[src/rtl/if_fetch_if.sv]
// Instruction-memory request/grant bus between the fetch unit (master) and memory (slave).
interface if_fetch_if #(
    parameter int unsigned ADDR_W  = 32,
    parameter int unsigned INSTR_W = 32
);
    logic               mem_req;
    logic [ADDR_W-1:0]  mem_addr;
    logic               mem_gnt;
    logic               mem_rvalid;
    logic [INSTR_W-1:0] mem_rdata;

    modport master (
        output mem_req, mem_addr,
        input  mem_gnt, mem_rvalid, mem_rdata
    );

    modport slave (
        input  mem_req, mem_addr,
        output mem_gnt, mem_rvalid, mem_rdata
    );
endinterface

[src/rtl/if_fetch_unit.sv]
// Fetch front end: owns the PC, keeps one request outstanding to instruction memory,
// and presents PC/instruction to IF/ID with freeze skid and branch redirect.
//
//  state  | meaning
//  S_REQ  | mem_req asserted at pc_reg, waiting for grant
//  S_WAIT | request granted, waiting for rvalid (dropped if kill is set)
//  S_HOLD | data returned while output slot was frozen; parked in skid
module if_fetch_unit #(
    parameter int unsigned       ADDR_W   = 32,
    parameter int unsigned       INSTR_W  = 32,
    parameter logic [ADDR_W-1:0] RESET_PC = '0,
    parameter int unsigned       PC_STEP  = 4
) (
    input  logic               clk,
    input  logic               rst,
    input  logic               freeze_i,
    input  logic               branch_taken_i,
    input  logic [ADDR_W-1:0]  branch_addr_i,
    if_fetch_if.master         mem,
    output logic [ADDR_W-1:0]  pc_o,
    output logic [INSTR_W-1:0] instruction_o,
    output logic               if_valid_o
);

    localparam logic [ADDR_W-1:0] STEP = ADDR_W'(PC_STEP);

    typedef enum logic [1:0] {
        S_REQ  = 2'd0,
        S_WAIT = 2'd1,
        S_HOLD = 2'd2
    } state_t;

    state_t             state_q, state_d;
    logic [ADDR_W-1:0]  pc_reg_q, pc_reg_d;
    logic [ADDR_W-1:0]  req_pc_q, req_pc_d;
    logic               kill_q, kill_d;
    logic               valid_q, valid_d;
    logic [ADDR_W-1:0]  pc_out_q, pc_out_d;
    logic [INSTR_W-1:0] instr_q, instr_d;
    logic [ADDR_W-1:0]  skid_pc_q, skid_pc_d;
    logic [INSTR_W-1:0] skid_instr_q, skid_instr_d;

    always_ff @(posedge clk) begin
        if (rst) begin
            state_q      <= S_REQ;
            pc_reg_q     <= RESET_PC;
            req_pc_q     <= '0;
            kill_q       <= 1'b0;
            valid_q      <= 1'b0;
            pc_out_q     <= '0;
            instr_q      <= '0;
            skid_pc_q    <= '0;
            skid_instr_q <= '0;
        end else begin
            state_q      <= state_d;
            pc_reg_q     <= pc_reg_d;
            req_pc_q     <= req_pc_d;
            kill_q       <= kill_d;
            valid_q      <= valid_d;
            pc_out_q     <= pc_out_d;
            instr_q      <= instr_d;
            skid_pc_q    <= skid_pc_d;
            skid_instr_q <= skid_instr_d;
        end
    end

    always_comb begin
        state_d      = state_q;
        pc_reg_d     = pc_reg_q;
        req_pc_d     = req_pc_q;
        kill_d       = kill_q;
        valid_d      = valid_q;
        pc_out_d     = pc_out_q;
        instr_d      = instr_q;
        skid_pc_d    = skid_pc_q;
        skid_instr_d = skid_instr_q;

        if (valid_q && !freeze_i) begin
            valid_d = 1'b0;
        end

        unique case (state_q)
            S_REQ: begin
                if (mem.mem_gnt) begin
                    req_pc_d = pc_reg_q;
                    pc_reg_d = pc_reg_q + STEP;
                    state_d  = S_WAIT;
                end
            end
            S_WAIT: begin
                if (mem.mem_rvalid) begin
                    state_d = S_REQ;
                    if (kill_q) begin
                        kill_d = 1'b0;
                    end else if (!valid_q || !freeze_i) begin
                        pc_out_d = req_pc_q + STEP;
                        instr_d  = mem.mem_rdata;
                        valid_d  = 1'b1;
                    end else begin
                        skid_pc_d    = req_pc_q;
                        skid_instr_d = mem.mem_rdata;
                        state_d      = S_HOLD;
                    end
                end
            end
            S_HOLD: begin
                if (!freeze_i) begin
                    pc_out_d = skid_pc_q + STEP;
                    instr_d  = skid_instr_q;
                    valid_d  = 1'b1;
                    state_d  = S_REQ;
                end
            end
            default: state_d = S_REQ;
        endcase

        // Redirect overrides everything above; an in-flight response must be killed.
        if (branch_taken_i) begin
            pc_reg_d = branch_addr_i;
            valid_d  = 1'b0;
            unique case (state_q)
                S_REQ: begin
                    if (mem.mem_gnt) begin
                        kill_d = 1'b1;
                    end
                end
                S_WAIT: begin
                    if (mem.mem_rvalid) begin
                        kill_d  = 1'b0;
                        state_d = S_REQ;
                    end else begin
                        kill_d = 1'b1;
                    end
                end
                default: state_d = S_REQ;
            endcase
        end
    end

    assign mem.mem_req   = (state_q == S_REQ);
    assign mem.mem_addr  = pc_reg_q;
    assign pc_o          = pc_out_q;
    assign instruction_o = instr_q;
    assign if_valid_o    = valid_q;

endmodule

[src/flat_wrapper.sv]
// flat-port wrapper written by rule: the top's interface ports become plain ports
module if_fetch_unit_flat 
#(
    parameter int unsigned       ADDR_W   = 32,
    parameter int unsigned       INSTR_W  = 32,
    parameter logic [ADDR_W-1:0] RESET_PC = '0,
    parameter int unsigned       PC_STEP  = 4
)
  (clk, rst, freeze_i, branch_taken_i, branch_addr_i, pc_o, instruction_o, if_valid_o, mem_mem_req, mem_mem_addr, mem_mem_gnt, mem_mem_rvalid, mem_mem_rdata);
  if_fetch_if #(.ADDR_W(ADDR_W), .INSTR_W(INSTR_W)) mem_i ();
  input  logic clk;
  input  logic rst;
  input  logic freeze_i;
  input  logic branch_taken_i;
  input  logic [ADDR_W-1:0] branch_addr_i;
  output logic [ADDR_W-1:0] pc_o;
  output logic [INSTR_W-1:0] instruction_o;
  output logic if_valid_o;
  output wire logic [$bits(mem_i.mem_req)-1:0] mem_mem_req;
  output wire logic [$bits(mem_i.mem_addr)-1:0] mem_mem_addr;
  input wire logic [$bits(mem_i.mem_gnt)-1:0] mem_mem_gnt;
  input wire logic [$bits(mem_i.mem_rvalid)-1:0] mem_mem_rvalid;
  input wire logic [$bits(mem_i.mem_rdata)-1:0] mem_mem_rdata;
  assign mem_mem_req = mem_i.mem_req;
  assign mem_mem_addr = mem_i.mem_addr;
  assign mem_i.mem_gnt = mem_mem_gnt;
  assign mem_i.mem_rvalid = mem_mem_rvalid;
  assign mem_i.mem_rdata = mem_mem_rdata;
  if_fetch_unit #(.ADDR_W(ADDR_W), .INSTR_W(INSTR_W), .RESET_PC(RESET_PC), .PC_STEP(PC_STEP)) u_core (.clk(clk), .rst(rst), .freeze_i(freeze_i), .branch_taken_i(branch_taken_i), .branch_addr_i(branch_addr_i), .mem(mem_i), .pc_o(pc_o), .instruction_o(instruction_o), .if_valid_o(if_valid_o));
endmodule
[config.mk]
export PLATFORM = sky130hd
export DESIGN_NAME = if_fetch_unit_flat
export DESIGN_NICKNAME = d
export VERILOG_FILES = /design/src/rtl/if_fetch_if.sv /design/src/rtl/if_fetch_unit.sv /design/src/flat_wrapper.sv
export SDC_FILE = /design/constraint.sdc
export NUM_CORES = 1
export LEC_CHECK = 0
export CAP_MARGIN = 10
export CORE_AREA = 5 5 207 189
export CTS_CLUSTER_DIAMETER = 150
export DETAILED_ROUTE_END_ITERATION = 10
export DIE_AREA = 0 0 212 194
export PLACE_DENSITY = 0.45
export SYNTH_ARGS = -nofsm -noshare
export SYNTH_HDL_FRONTEND = slang
export SYNTH_SLANG_ARGS = --single-unit
[constraint.sdc]
create_clock -name clk -period 7.7 [get_ports clk]
set_input_delay 1.54 -clock clk [delete_from_list [all_inputs] [get_ports clk]]
set_output_delay 1.54 -clock clk [all_outputs]
set_load 0.03 [all_outputs]
==> impl_metrics.json <==
{
  "floorplan.io_pins": 168,
  "worst_path_largest_cell_delay_ns": 0.78,
  "critical_path_class": "input port to flip-flop",
  "critical_path_cell_count": 6,
  "post_synth_fa_ha_maj_area_fraction": 0.008314,
  "core_region_area_um2": 36800,
  "clkPwrFrac": 0.375,
  "core.rowCount": 67,
  "cp-start-kind": "input port",
  "synth.most_common_cell": "nand2_1",
  "buffer_ports.inserted": 167,
  "clock_tree.buffer_depth": 2,
  "timing_worst_slew_pin_value_ns": 1.102,
  "power_uw": 2314,
  "chipHeight_um": 194,
  "yosys_warnings": 0,
  "synthesized_cell_area_um2": 9030,
  "gp_congestion": 0.7724,
  "insertedDiodeCount": 0,
  "ctsHoldBuffers": 0,
  "vdd_ir_drop_max_mv": 0.1506,
  "drtAntennaViolNets": 0,
  "drtPass1Iterations": 5,
  "met2_length_um": 11750,
  "largest_family_of_logic_cells_by_synthesized_area": "simple AND/OR/NAND/NOR gates",
  "switchingPower_uw": 681.4,
  "grt_pass1_vias": 7580,
  "timing.final.crit_period_ns": 3.852,
  "share_of_post_route_cells_with_drive_strength_above_1": 0.04793,
  "postLayoutCoreUtil": 0.3149,
  "cap_violations": 0,
  "setup_viol": 0,
  "detailedPlacementHpwl_um": 19940,
  "ctsRootBufferMaster": "clkbuf_16",
  "pwr-share-seq": 0.476,
  "combPwrFrac": 0.149,
  "synth-edff-count": 0,
  "tritoncts.num_buffers": 17,
  "synth_async_sr_flop_share": 0,
  "post-route-worst-setup-slack_ns": 3.848,
  "floorplan.die_area_um2": 41130,
  "cell_type_with_the_largest_total_area_after_synthesis": "dfxtp_1",
  "synth_seq_cells": 196,
  "routed_wire_length_per_instance_um": 16.73,
  "global_route.usage.total": 0.1356,
  "synthXorXnorAreaFrac": 0.03686,
  "tritoncts": "built",
  "post-route-drc-count": 0,
  "synth-compound-area-share": 0.1634,
  "placed_area_um2": 11030,
  "period_utilisation_layout": 0.5003,
  "synth_simple_gate_area_frac": 0.2311,
  "slowest_stage": "or4_4",
  "postCtsResizedCells": 0,
  "post-cts-setup-buffers": 0,
  "vias": 8094,
  "drv_slew": 0,
  "overflow": 0,
  "timing.critical_path.from": "mem_mem_gnt",
  "static_leakage_uw": 0.003648,
  "synthToLayoutAreaGrowth_pct": 28.35,
  "clkSlewWorstSetupHoldPaths_ns": 0.08,
  "finalInstanceArea_um2": 11590,
  "rsz0062_at_grt": "false",
  "route.met3.wl_um": 1321,
  "crit_path_end": "u_core.mem.mem_addr[31]",
  "power.density_cell_area_nw_per_um2": 199.7,
  "top_layer": "met5",
  "ys_dominant_reg_cell": "dfxtp_1",
  "post_synth_mux_area_share": 0.07843,
  "yosysTopAreaCellShare": 0.4345,
  "crit-reg2reg-launch": "u_core.state_q[0]",
  "die_x_um": 212,
  "critical_path.reg2reg.endpoint": "u_core.pc_o[31]",
  "worstPathCellList": "clkdlybuf4s50_1 > nand2_2 > or4_4 > nor2_4 > or4b_1 > a311oi_1",
  "synth_seq_area_share": 0.4345,
  "global_route_wire_length_before_repair_um": 45130,
  "synth.distinct_cells": 59,
  "synth.top_cells.by_count": "nand2_1 (248), dfxtp_1 (196), a21oi_1 (119), nor2_1 (86), mux2i_1 (64)",
  "power.internal_uw": 1633,
  "synthesis.instances": 1105,
  "cp-end-kind": "flip-flop",
  "routed_wl_um": 28680,
  "hold_viol_final": 0,
  "worst-path-buf-inv": 1,
  "synth_area_per_cell_um2": 8.172,
  "worst_skew_pair.late_latency_ns": 0.44,
  "initial_antenna_violation_count": 1,
  "run_status": "completed",
  "grt_start_max_net_pins": 103,
  "rrSetupSlack_ns": 4.01,
  "netlist_top_cells_area": "dfxtp_1 (43%), nand2_1 (10%), mux2i_1 (7.1%), a21oi_1 (6.6%), a211oi_1 (4.5%)",
  "initial_core_util": 0.2454,
  "crit_fanout": 40,
  "switching_fraction_of_total_power": 0.2945,
  "vias_per_cell": 4.722,
  "syn-num-nets": 1181,
  "place_worst_setup_slack_ns": 3.383,
  "num-fill-cells": 3933,
  "clock-skew-final_ns": 0.01822,
  "worst_r2r_path_cells": 8,
  "worst_hold_path_type": "flip-flop to flip-flop",
  "fin_nets": 1295,
  "slew_headroom": 0.2656,
  "critical-path-top-delay-family": "simple AND/OR/NAND/NOR gates",
  "h-tree-depth": 4,
  "drt_iter0_markers": 574,
  "timing.fmax_mhz": 259.6,
  "critical_path_arrival_ns": 4.19,
  "totalNegativeSetupSlack_ns": 0,
  "number_of_clock_sinks_seen_by_cts": 196,
  "wirelength_met1_um": 15470,
  "critPathRequiredTime_ns": 8.04
}
==> layout make-up <==
class                           instances  area, um^2  share of cell area
Multi-Input combinational cell        814        4708              0.4062
Sequential cell                       196        3924              0.3385
Timing Repair Buffer                  177        1748              0.1508
Tap cell                              483       604.3             0.05214
Clock buffer                           19       442.9             0.03822
Clock inverter                         12       113.9            0.009824
Inverter                               13       48.80            0.004210
==> worst min-delay path by stage <==
stage                             from                      end  slack (ns)  cells after the start
2_1_floorplan   u_core.skid_instr_q[0]   u_core.skid_instr_q[0]        0.44                      2
3_3_place_gp           u_core.pc_o[11]          u_core.pc_o[11]        0.44                      2
3_5_place_dp       u_core.skid_pc_q[1]      u_core.skid_pc_q[1]        0.45                      2
4_1_cts        u_core.skid_instr_q[12]  u_core.skid_instr_q[12]        0.46                      2
5_1_grt        u_core.skid_instr_q[17]  u_core.skid_instr_q[17]        0.47                      2
6_report          u_core.skid_pc_q[14]     u_core.skid_pc_q[14]        0.45                      2
==> cell usage in the layout (no fill, tap or decap), types with 3 or more instances in the layout <==
cell type	instances
nand2b_1	3
and2_1	3
nand4_1	25
a2111oi_0	3
ha_1	5
nand3_1	38
inv_1	13
a22oi_1	4
dfxtp_1	196
o31ai_1	5
o311ai_0	8
nand2_1	247
clkdlybuf4s50_1	166
nor2_1	86
nand4b_1	7
xnor2_1	28
a21oi_1	119
nand3b_1	3
nor4_1	11
nor3_1	12
o221ai_1	3
o211a_1	5
and3_1	5
clkbuf_16	17
buf_4	10
mux2i_1	64
xor2_1	10
o21ai_0	11
a211oi_1	54
or3_1	7
mux2_2	6
inv_6	4
inv_8	3
==> routing by layer <==
| layer | vias to the layer above | GRT usage |
|---|---|---|
| met5 | - | 0 |
| met4 | 2 | 0.02075 |
| met3 | 8 | 0.02928 |
| met2 | 171 | 0.1884 |
| met1 | 3786 | 0.2159 |
| li1 | 4127 | - |
==> power by group through the flow <==
stage	Clock, uW	Combinational, uW	Sequential (uW)
2_1_floorplan	0	136	1180
3_3_place_gp	0	349	1130
3_5_place_dp	0	350	1130
4_1_cts	896	351	1100
5_1_grt	937	375	1110
6_report	867	345	1100
==> tightest hold or removal path: stages (launching register included) <==
cell and delay, ns:
dfxtp_1 0.31, nand2_1 0.05, a21oi_1 0.05
==> metrics by stage <==
step / hold WS, ns / std cells
global route: 0.4697 / 1714
CTS: 0.4564 / 1714
detailed placement: 0.4463 / 1683
global placement: 0.4402 / 1683
floorplan: 0.4360 / 1105
finish: 0.4549 / 1714
==> logic make-up (layout without fill, tap and decap cells) <==
group | after synthesis | count (layout)
adders and majority gates | 6 | 6
DFF | 196 | 196
and+or+nand+nor | 467 | 467
buffers and inverters | 95 | 221
AOI/OAI and AO/OA | 233 | 233
muxes | 70 | 70
xor gates and xnor gates | 38 | 38
==> flip-flops by register name (all words and copies together), names as in the netlist <==
| signal | count |
|---|---|
| u_core.if_valid_o | 1 |
| u_core.instruction_o | 32 |
| u_core.kill_q | 1 |
| u_core.mem.mem_addr | 32 |
| u_core.pc_o | 32 |
| u_core.req_pc_q | 32 |
| u_core.skid_instr_q | 32 |
| u_core.skid_pc_q | 32 |
| u_core.state_q | 2 |
Power figures use the tool's default switching activity.
